===== src/rtl/fir_sequencer_if.sv =====
// Sample/result bus for fir_sequencer: master drives samples and coefficients,
// slave returns filtered results, status flags and its FSM state for debug.
interface fir_sequencer_if #(
   parameter int NTAPS = 3,
   parameter int CW    = 10
);
   // Handshake: sample_valid is a one-cycle strobe with no ready; a strobe that
   // arrives while busy is held in the skid entry (when present) or dropped and
   // flagged on overrun. filtered_valid is a one-cycle strobe, filtered holds.
   logic                  sample_valid;
   logic [9:0]            sample;
   logic [NTAPS*CW-1:0]   coef;
   logic [9:0]            filtered;
   logic                  filtered_valid;
   logic                  busy;
   logic                  overrun;
   logic [2:0]            fsm_state;

   modport master (
      output sample_valid, sample, coef,
      input  filtered, filtered_valid, busy, overrun, fsm_state
   );

   modport slave (
      input  sample_valid, sample, coef,
      output filtered, filtered_valid, busy, overrun, fsm_state
   );
endinterface


===== src/rtl/fir_sequencer.sv =====
// Time-multiplexed single-MAC FIR over an NTAPS-deep circular sample history.
// Optional macro FIR_SKID_EN adds a one-entry skid register for samples arriving while busy.
module fir_sequencer #(
   parameter int NTAPS = 3,
   parameter int CW    = 10,
   parameter int SHIFT = 0
) (
   input logic            clk,
   input logic            reset,
   fir_sequencer_if.slave bus
);
   localparam int TW = (NTAPS > 1) ? $clog2(NTAPS) : 1;
   localparam int PW = 11 + CW;
   localparam int AW = PW + $clog2(NTAPS);

   typedef enum logic [2:0] {IDLE, LOAD, MAC, ROUND, DONE} state_t;

   state_t                state, state_nx;
   logic [9:0]            cap;
   logic [9:0]            hist [NTAPS];
   logic [TW-1:0]         wptr, tap, rd_idx;
   logic [NTAPS*CW-1:0]   coef_snap;
   logic signed [AW-1:0]  acc, shifted;
   logic signed [10:0]    xs;
   logic signed [CW-1:0]  hs;
   logic signed [PW-1:0]  prod;
   logic [9:0]            res, res_sat;
   logic [9:0]            filtered_q;
   logic                  filtered_valid_q, overrun_q;
   logic                  accept, drop;
   logic [9:0]            accept_data;

`ifdef FIR_SKID_EN
   logic       skid_full;
   logic [9:0] skid;

   // The skid entry has priority in IDLE; a strobe in that same cycle refills it.
   assign accept      = (state == IDLE) && (bus.sample_valid || skid_full);
   assign accept_data = skid_full ? skid : bus.sample;
   assign drop        = (state != IDLE) && bus.sample_valid && skid_full;

   always_ff @(posedge clk or negedge reset) begin
      if (!reset) begin
         skid_full <= 1'b0;
         skid      <= '0;
      end else if (state == IDLE) begin
         if (skid_full) begin
            skid_full <= bus.sample_valid;
            if (bus.sample_valid) skid <= bus.sample;
         end
      end else if (bus.sample_valid && !skid_full) begin
         skid_full <= 1'b1;
         skid      <= bus.sample;
      end
   end
`else
   assign accept      = (state == IDLE) && bus.sample_valid;
   assign accept_data = bus.sample;
   assign drop        = (state != IDLE) && bus.sample_valid;
`endif

   always_ff @(posedge clk or negedge reset) begin
      if (!reset) state <= IDLE;
      else        state <= state_nx;
   end

   always_comb begin
      state_nx = state;
      case (state)
         IDLE:    if (accept) state_nx = LOAD;
         LOAD:    state_nx = MAC;
         MAC:     if (tap == TW'(NTAPS - 1)) state_nx = ROUND;
         ROUND:   state_nx = DONE;
         DONE:    state_nx = IDLE;
         default: state_nx = IDLE;
      endcase
   end

   // x[n-tap] lives at (wptr - tap) mod NTAPS.
   always_comb begin
      rd_idx = wptr - tap;
      if (wptr < tap) rd_idx = wptr + TW'(NTAPS) - tap;
   end

   assign xs      = {1'b0, hist[rd_idx]};
   assign hs      = coef_snap[CW*tap +: CW];
   assign prod    = PW'(xs) * PW'(hs);
   assign shifted = acc >>> SHIFT;

   always_comb begin
      res_sat = shifted[9:0];
      if (shifted[AW-1])         res_sat = '0;
      else if (|shifted[AW-2:10]) res_sat = 10'h3FF;
   end

   always_ff @(posedge clk or negedge reset) begin
      if (!reset) begin
         cap              <= '0;
         for (int i = 0; i < NTAPS; i++) hist[i] <= '0;
         wptr             <= '0;
         tap              <= '0;
         coef_snap        <= '0;
         acc              <= '0;
         res              <= '0;
         filtered_q       <= '0;
         filtered_valid_q <= 1'b0;
         overrun_q        <= 1'b0;
      end else begin
         filtered_valid_q <= 1'b0;
         if (drop) overrun_q <= 1'b1;
         case (state)
            IDLE: if (accept) cap <= accept_data;
            LOAD: begin
               hist[wptr] <= cap;
               coef_snap  <= bus.coef;
               acc        <= '0;
               tap        <= '0;
            end
            MAC: begin
               acc <= acc + $signed({{(AW-PW){prod[PW-1]}}, prod});
               tap <= tap + TW'(1);
            end
            ROUND: res <= res_sat;
            DONE: begin
               filtered_q       <= res;
               filtered_valid_q <= 1'b1;
               wptr             <= (wptr == TW'(NTAPS - 1)) ? '0 : wptr + TW'(1);
            end
            default: ;
         endcase
      end
   end

   assign bus.filtered       = filtered_q;
   assign bus.filtered_valid = filtered_valid_q;
   assign bus.busy           = (state != IDLE);
   assign bus.overrun        = overrun_q;
   assign bus.fsm_state      = state;
endmodule

===== src/flat_wrapper.sv =====
// flat-port wrapper written by rule: the top's interface ports become plain ports
module fir_sequencer_flat 
#(
   parameter int NTAPS = 3,
   parameter int CW    = 10,
   parameter int SHIFT = 0
)
  (clk, reset, bus_sample_valid, bus_sample, bus_coef, bus_filtered, bus_filtered_valid, bus_busy, bus_overrun, bus_fsm_state);
  fir_sequencer_if #(.NTAPS(NTAPS), .CW(CW)) bus_i ();
  input logic clk;
  input logic reset;
  input wire logic [$bits(bus_i.sample_valid)-1:0] bus_sample_valid;
  input wire logic [$bits(bus_i.sample)-1:0] bus_sample;
  input wire logic [$bits(bus_i.coef)-1:0] bus_coef;
  output wire logic [$bits(bus_i.filtered)-1:0] bus_filtered;
  output wire logic [$bits(bus_i.filtered_valid)-1:0] bus_filtered_valid;
  output wire logic [$bits(bus_i.busy)-1:0] bus_busy;
  output wire logic [$bits(bus_i.overrun)-1:0] bus_overrun;
  output wire logic [$bits(bus_i.fsm_state)-1:0] bus_fsm_state;
  assign bus_i.sample_valid = bus_sample_valid;
  assign bus_i.sample = bus_sample;
  assign bus_i.coef = bus_coef;
  assign bus_filtered = bus_i.filtered;
  assign bus_filtered_valid = bus_i.filtered_valid;
  assign bus_busy = bus_i.busy;
  assign bus_overrun = bus_i.overrun;
  assign bus_fsm_state = bus_i.fsm_state;
  fir_sequencer #(.NTAPS(NTAPS), .CW(CW), .SHIFT(SHIFT)) u_core (.clk(clk), .reset(reset), .bus(bus_i));
endmodule

===== config.mk =====
export PLATFORM = sky130hd
export DESIGN_NAME = fir_sequencer_flat
export DESIGN_NICKNAME = d
export VERILOG_FILES = /design/src/rtl/fir_sequencer_if.sv /design/src/rtl/fir_sequencer.sv /design/src/flat_wrapper.sv
export SDC_FILE = /design/constraint.sdc
export NUM_CORES = 1
export LEC_CHECK = 0
export ABC_AREA = 1
export CAP_MARGIN = 15
export CORE_ASPECT_RATIO = 1.25
export CORE_MARGIN = 3
export CORE_UTILIZATION = 42
export CTS_BUF_LIST = sky130_fd_sc_hd__clkbuf_2
export DETAILED_ROUTE_END_ITERATION = 10
export GPL_TIMING_DRIVEN = 0
export PLACE_DENSITY = 0.64
export SLEW_MARGIN = 40
export SYNTH_ARGS = -nofsm -noshare
export SYNTH_HDL_FRONTEND = slang
export SYNTH_SLANG_ARGS = --single-unit

===== constraint.sdc =====
create_clock -name clk -period 10.1 [get_ports clk]
set_input_delay 2.02 -clock clk [delete_from_list [all_inputs] [get_ports clk]]
set_output_delay 2.02 -clock clk [all_outputs]
set_load 0.1 [all_outputs]

# ---- Word-level counts from Yosys, hierarchy flattened
# Index checks and enable logic that the tools add are counted.
dict set report word_totals {
  reg_bits 122
  in_bits 43
  out_inout_bits 16
  wordCells 61
}
dict set report op_classes {
  addsub 6
  multipliers 2
  order_cmp 4
  n_eq_ne 8
  shift 1
  mux 16
  bitwise_logic 2
  n_reduce_logical 9
}
# cell count
set ops {}
lappend ops {{$mux 10} 5}
lappend ops {{$pmux 23 s2} 1}
lappend ops {{$bwmux 30} 1}
lappend ops {{$shiftx 30x7->10} 1}
lappend ops {{$add 23x21->23} 1}
lappend ops {{$mul 11x10->21} 1}
lappend ops {{$bmux 10 s2} 1}
lappend ops {{$demux 10 s2} 1}
lappend ops {{$pmux 3 s4} 1}
lappend ops {{$reduce_or 12->1} 1}
lappend ops {{$eq 3x2->1 const B} 2}
lappend ops {{$ge 3x3->1 const B} 2}
lappend ops {{$mux 3} 2}
lappend ops {{$not 2->3} 2}
lappend ops {{$mul 3x2->5 const A} 1}
lappend ops {{$add 2x1->2 const B} 2}
lappend ops {{$eq 2x2->1 const B} 2}
lappend ops {{$mux 2} 2}
lappend ops {{$ne 2x1->1 const B} 2}
lappend ops {{$pmux 2 s2} 1}
lappend ops {{$reduce_and 2->1} 2}
lappend ops {{$sub 2x2->2} 2}
lappend ops {{$eq 3x1->1 const B} 1}
lappend ops {{$eq 3x3->1 const B} 1}
lappend ops {{other kinds (8)} 10}

# ---- Longest topological paths before layout
# Gate-level depths: netlist of run 1.
dict set report depth {
  word_depth 10
  ltp_mapped 34
  depth_no_buf 34
}

# ---- Worst setup path before layout of run 1
# OpenSTA, ideal clock, no wires.
dict set report synth_path {
  path_kind {register -> register}
  startpoint {register u_core.tap[1]}
  endpoint {register u_core.acc[16]}
  setup_time_ns 0.117
  arrival_ns 5.824
  required_ns 9.983
  slack_ns 4.158
  path_stages_with_launch 29
  path_buffers 2
  period_less_slack_ns 5.942
  cell_sequence {dfrtp_1 -> inv_1 -> buf_2 -> fa_1 -> or2_1 -> nand2_2 -> buf_4 -> nor2_1 -> o21ai_0 -> nand2_1 -> inv_1 -> nand2_1 -> fa_1 -> inv_1 -> fa_1 -> fa_1 -> fa_1 -> inv_1 -> fa_1 -> inv_1 -> ha_1 -> nand2_1 -> inv_1 -> a21oi_1 -> inv_1 -> a21oi_1 -> nand3b_1 -> nand3_1 -> nand2_1}
}
dict set report synth_via {
  elab_chain_len 9
  word_cells_on_any_way 13
  cone_classes {add/sub (3); mul (2); order compare (1); shift (1); mux (5); bitwise (1)}
}
# item line_no
set synth_lines {}
lappend synth_lines {{start, declared} fir_sequencer.sv:21} ;# logic [TW-1:0] wptr, tap, rd_idx;
lappend synth_lines {{start signal, assigned} fir_sequencer.sv:121} ;# tap <= tap + TW'(1);
lappend synth_lines {{branches (longest 6 deep; another with $mul 3x2->5)} --}
lappend synth_lines {{$mul 11x10->21 (*)} fir_sequencer.sv:87} ;# assign prod = PW'(xs) * PW'(hs);
lappend synth_lines {{$add 23x21->23 (*)} fir_sequencer.sv:120} ;# acc <= acc + $signed({{(AW-PW){prod[PW-1]}}, prod});
lappend synth_lines {{$pmux 23 s2 (*)} fir_sequencer.sv:111} ;# case (state)
lappend synth_lines {{end signal, assigned} fir_sequencer.sv:120}
lappend synth_lines {{end, declared} fir_sequencer.sv:23} ;# logic signed [AW-1:0] acc, shifted;
# Every way passes the cells marked *. The select of a mux whose other input is x is not followed.
# A chain may end at the register's enable or synchronous reset.

# ---- Worst setup path after layout of run 1
dict set report layout_path {
  startpoint {register u_core.tap[1]}
  endpoint {register u_core.acc[20]}
}
# The elaborated chain is that of the path after synthesis.

==> out/results.ini, run 1 <==
[run_status]
status=finished, final reports clean

[global_route]
grtUsageTotal=0.195
grt_start_max_net_pins=70
grt_overflow=0
grt_pass1_wl_um=38700
grt_pass1_vias=7959
antenna_found_initial=1

[timing]
finalMaxSlewViolations=0
fin_tns_setup_ns=0
min_period_ns=6.77
finalClockSkew_ns=0.0462
worstMarginPinSlew_ns=0.634
max_freq_mhz=148
slew-limit-headroom=0.575
rsz0062_at_grt=no
hold_violations=0
finalSetupViolCount=0
min_period_over_period=0.670

[clock_network]
htree_num_levels=4
clock_path_buffers=2
ctsResizeCount=0
cts.reportedPaths.clkPinSlew_ns=0.24
cts_tree=done
clk_root_buffer_cell=clkbuf_2
post-cts-setup-buffers=0
hold_buffers=0
clk_latency_ns=0.72
cts_made_buffers=17
numClockSinks=122

[routing]
wl_um=22700
drt-pass1-iter-count=5
vias_per_cell=4.90
ant_nets=0
post-route-drc-count=0
wl_per_cell_um=14.5
first_iter_violations=450
route.vias.total=7654

[run]
maxCapViolations=0

[floorplan]
chipWidth_um=141
num_rows=61
pin_count=59
core_um2=22400
start_util=0.429
die-height_um=175
die-area_um2=24700

[worst_hold_path]
hp-start=u_core.bus.overrun
whs_path_depth=1
whs_endpoint=u_core.bus.overrun
hp-class=register to register

[final_layout]
drive_gt1_frac=0.0798
synthToLayoutAreaGrowth_pct=11.8
num-nets-final=1464
nFillCells=2227
layout.area.seq_um2=3050
multiInputGateArea_um2=5580

[yosys]
synth-seq-area-share=0.318
synthFlopType=dfrtp_1
netlist_instances=1187
synth_edf_count=0
synth_nets=1386
ys_ff_latch=122
ys_types=33
synth_commonest_cells=nand2_1 (338), inv_1 (209), dfrtp_1 (122)
yosys-top-cells-area=dfrtp_1 (32%), fa_1 (18%), nand2_1 (13%), ha_1 (9.4%), inv_1 (8.2%)
netlist.area_leader.share=0.318
synth_most_common_cell=nand2_1
ys_async_sr_fraction=1.00
avgSynthCellArea_um2=8.08
synth_top_cell_by_area=dfrtp_1
synth.cell_area_um2=9590
yosysWarningCount=0

[worst_setup_path]
cp_common_cell=nand2_1
crit_arrival_ns=7.41
crit_family=adder cells
crit_fanout=11
crit_path_start_kind=register
critPathKind=register to register
critical_path.max_stage_delay_ns=0.55
r2r_slack_ns=3.33
r2r-start=u_core.tap[1]
path_buf_inv=7
crit_required_ns=10.75
cpMaxStageDelayCell=fa_1
rr_worst_depth=27
r2r-end=u_core.acc[20]
cp-end-kind=register

[place]
post-dp-hpwl_um=18400
place_congestion=0.882
port_buffers=58

-- state kept, by name, summed over array words and instances, names as in the netlist --
| register | flops |
|---|---|
| u_core.bus.filtered | 10 |
| u_core.bus.filtered_valid | 1 |
| u_core.acc | 23 |
| u_core.bus.overrun | 1 |
| u_core.coef_snap | 30 |
| u_core.hist | 30 |
| u_core.cap | 10 |
| u_core.bus.fsm_state | 3 |
| u_core.res | 10 |
| u_core.tap | 2 |
| u_core.wptr | 2 |
-- through the flow --
step	utilization	instance area [um^2]	std cells	setup WS [ns]	hold slack (ns)
after floorplan	-	9590	1187	4.16	0.434
after global placement	0.471	10500	1528	2.13	0.442
after detailed placement	0.468	10500	1529	3.30	0.443
after CTS	0.479	10700	1561	3.29	0.490
after global routing	0.479	10700	1562	2.73	0.522
final	0.479	10700	1562	3.33	0.491
-- layer usage --
| metal | track usage | part of all wire | vias to the layer above |
|---|---|---|---|
| met1 | 0.251 | 0.44 | 3689 |
| met4 | 0.0630 | 0.025 | 0 |
| met3 | 0.0257 | 0.034 | 34 |
| li1 | - | - | 3794 |
| met5 | 0 | 0 | - |
| met2 | 0.338 | 0.50 | 137 |
-- worst max path at each step --
stage / start / cells after the start / slack (ns) / end
after floorplan: u_core.tap[1] / 28 / 4.16 / u_core.acc[16]
after global placement: reset / 1 / 2.13 / u_core.acc[22]
after detailed placement: u_core.tap[1] / 26 / 3.30 / u_core.acc[21]
after CTS: u_core.tap[1] / 26 / 3.29 / u_core.acc[21]
after global routing: u_core.tap[1] / 27 / 2.73 / u_core.acc[18]
final: u_core.tap[1] / 27 / 3.33 / u_core.acc[20]
-- final cells by class --
type,count,share of cell area
multi-input cells,815,0.520
flip-flops and latches,122,0.285
inverters,221,0.0774
clock buffers,17,0.00794
well taps,283,0.0330
repair buffers,59,0.0497
diodes,1,0.000234
clock inverters,15,0.0142
plain buffers,29,0.0123
-- cells by family (layout without fill, tap and decap cells) --
logic type,after synthesis,in the layout,synth area share
buffers and inverters,250,341,0.100
flip-flops,122,122,0.318
other,0,1,0
adder cells (fa/ha/maj),156,156,0.269
AND/OR/NAND/NOR,519,519,0.218
AO/OA/AOI/OAI,130,130,0.0851
XOR/XNOR,10,10,0.00913
-- cell usage in the layout (no fill, tap or decap), drive strengths merged --
cell           instances
diode                  1
nand4                  1
ha                    72
fa                    84
clkinv                 4
a21oi                 31
o21ai                 71
nand2                340
nor2                 116
a31o                   1
xor2                   2
dfrtp                122
or2                   18
a21o                   1
a32oi                  8
inv                  228
o21bai                 2
clkinvlp               3
a22o                   4
o22ai                 12
clkdlybuf4s50         41
nand3                 32
bufinv                 1
nor3                   3
xnor2                  8
nor4                   4
buf                   30
clkbuf                34
nand3b                 5
Power of run 1 is left out: the tool's default activity adds up to more than one toggle a clock period on the data nets, which glitch-free logic cannot reach.
==> run 2: changes to the inputs <==
Clock period 10.1 ns to 6.3 ns, I/O delays scaled along.
==> run 2 against run 1 <==
  * Flip-flop and latch count stayed put
  * Register-to-register slack got worse by 3.1 ns
  * Non-clock buffer count rose by 27
  * Setup slack got worse by 3.1 ns
  * Via count up 2.1%
==> out/results.ini, run 2 (synthesis results as in run 1) <==
[routing]
met2_length_um=11800  ; was 11400 um
wl_met1_um=10400  ; was 9960 um
wl_per_cell_um=14.8  ; was 14.5 um
wl_um=23500  ; was 22700 um
drt-pass1-iter-count=7  ; was 5
met3_length_um=702  ; was 768 um
route.vias.total=7812  ; was 7654
post-route-drc-count=0  ; unchanged
highest_layer=met4  ; unchanged
ant_nets=0  ; unchanged
vias_per_cell=4.92  ; was 4.90
first_iter_violations=479  ; was 450

[floorplan]
die-area_um2=24700  ; unchanged
start_util=0.429  ; unchanged
num_rows=61  ; unchanged
chipWidth_um=141  ; unchanged
die-height_um=175  ; unchanged
core_um2=22400  ; unchanged
pin_count=59  ; unchanged

[worst_setup_path]
rr_worst_depth=29  ; was 27
r2r_slack_ns=0.26  ; was 3.33 ns
cp_common_cell=inv_1  ; was nand2_1
critPathKind=register to register  ; unchanged
critical_path.max_stage_delay_ns=0.55  ; about the same
crit_path_start_kind=register  ; unchanged
r2r-end=u_core.acc[16]  ; was u_core.acc[20]
path_buf_inv=9  ; was 7
crit_family=adder cells  ; unchanged
cp-end-kind=register  ; unchanged
cpMaxStageDelayCell=fa_1  ; unchanged
crit_required_ns=6.95  ; was 10.75 ns
crit_fanout=5  ; was 11
r2r-start=u_core.wptr[0]  ; was u_core.tap[1]
crit_arrival_ns=6.70  ; was 7.41 ns

[clock_network]
cts.reportedPaths.clkPinSlew_ns=0.25  ; was 0.24 ns
clk_latency_ns=0.72  ; about the same
hold_buffers=0  ; unchanged
cts_made_buffers=17  ; unchanged
clk_root_buffer_cell=clkbuf_2  ; unchanged
htree_num_levels=4  ; unchanged
cts_tree=done  ; unchanged
numClockSinks=122  ; unchanged
clock_path_buffers=2  ; unchanged

[timing]
min_period_over_period=0.959  ; was 0.670
finalSetupViolCount=0  ; unchanged
fin_tns_setup_ns=0  ; unchanged
min_period_ns=6.04  ; was 6.77 ns
max_freq_mhz=165  ; was 148 MHz
slew-limit-headroom=0.567  ; was 0.575
worstMarginPinSlew_ns=0.646  ; was 0.634 ns
holdWs_ns=0.401  ; was 0.491 ns
hold_violations=0  ; unchanged
finalClockSkew_ns=0.0415  ; was 0.0462 ns
finalMaxSlewViolations=0  ; unchanged

[global_route]
grt_overflow=0  ; unchanged
grt_pass1_wl_um=39500  ; was 38700 um
antenna_found_initial=1  ; unchanged
grt_start_max_net_pins=70  ; unchanged
grtUsageTotal=0.198  ; was 0.195
grt_pass1_vias=8119  ; was 7959

[final_layout]
final_cells=1589  ; was 1562
reg.largest.list=u_core.coef_snap: 30 flops, u_core.hist: 30 flops, u_core.acc: 23 flops  ; unchanged
final_cell_mix=nand2_1 (314), inv_1 (204), dfrtp_1 (121), nor2_1 (103), fa_1 (83)  ; was nand2_1 (338), inv_1 (209), dfrtp_1 (122), nor2_1 (116), fa_1 (84)
drive_gt1_frac=0.152  ; was 0.0798
num-nets-final=1491  ; was 1464
synthToLayoutAreaGrowth_pct=17.1  ; was 11.8%
final_common_cell=nand2_1  ; unchanged

[place]
place_congestion=0.882  ; unchanged
place_inst=1529  ; unchanged
port_buffers=58  ; unchanged
post-dp-hpwl_um=18400  ; unchanged

[worst_hold_path]
hp-class=primary input to asynchronous set/reset pin  ; was register to register

[run]
maxCapViolations=0  ; unchanged

[run_status]
status=finished, final reports clean  ; unchanged

==> run 2: cell types whose count changed in the layout (fill, tap and decap cells not counted), moves of 9 or more <==
| cell | change |
|---|---|
| buf_4 | +26 |
| nand2_1 | -24 |
| nand2_2 | +22 |
| nor2_1 | -13 |
| o21ai_0 | -13 |
| o21ai_1 | +10 |
| nor2_2 | +9 |
==> run 2: timing repair <==
item                       CTS  global route
pin swaps                   12            22
setup endpoints to repair   15            15
buffers inserted            17             9
cloned                       0             1
hold endpoints to repair     0             0
resized for setup           28            75
==> run 2: area by class of cell <==
type	instances	area (um^2)
repair buffers	86	739
plain buffers	29	148
inverters	221	843
well taps	283	354
multi-input cells	815	5850
flip-flops and latches	122	3050
fillers	2174	11100
clock buffers	17	85.1
diodes	1	2.50
clock inverters	15	153
==> run 2: how the worst max path moves through the flow <==
stage / start / end / slack [ns] / cells after the start
after floorplan: u_core.tap[1] / u_core.acc[16] / 0.36 / 28
after global placement: reset / u_core.acc[22] / -0.91 / 1
after detailed placement: u_core.tap[1] / u_core.acc[21] / -0.50 / 26
after CTS: u_core.wptr[0] / u_core.acc[21] / 0.02 / 30
after global routing: u_core.wptr[0] / u_core.acc[21] / -0.04 / 32
final: u_core.wptr[0] / u_core.acc[16] / 0.26 / 29
==> run 2: metrics by stage <==
step	utilization	setup WS, ns	area [um^2]
floorplan	-	0.358	9590
global placement	0.471	-0.908	10500
detailed placement	0.468	-0.500	10500
CTS	0.488	0.0163	10900
global route	0.502	-0.0370	11200
finish	0.502	0.256	11200
==> run 2: metal layers <==
layer / vias to the layer above / GRT usage
li1: 3853 / -
met2: 154 / 0.346
met1: 3763 / 0.255
met5: - / 0
met4: 0 / 0.0646
met3: 42 / 0.0249
Power of run 2 is left out for the same reason.
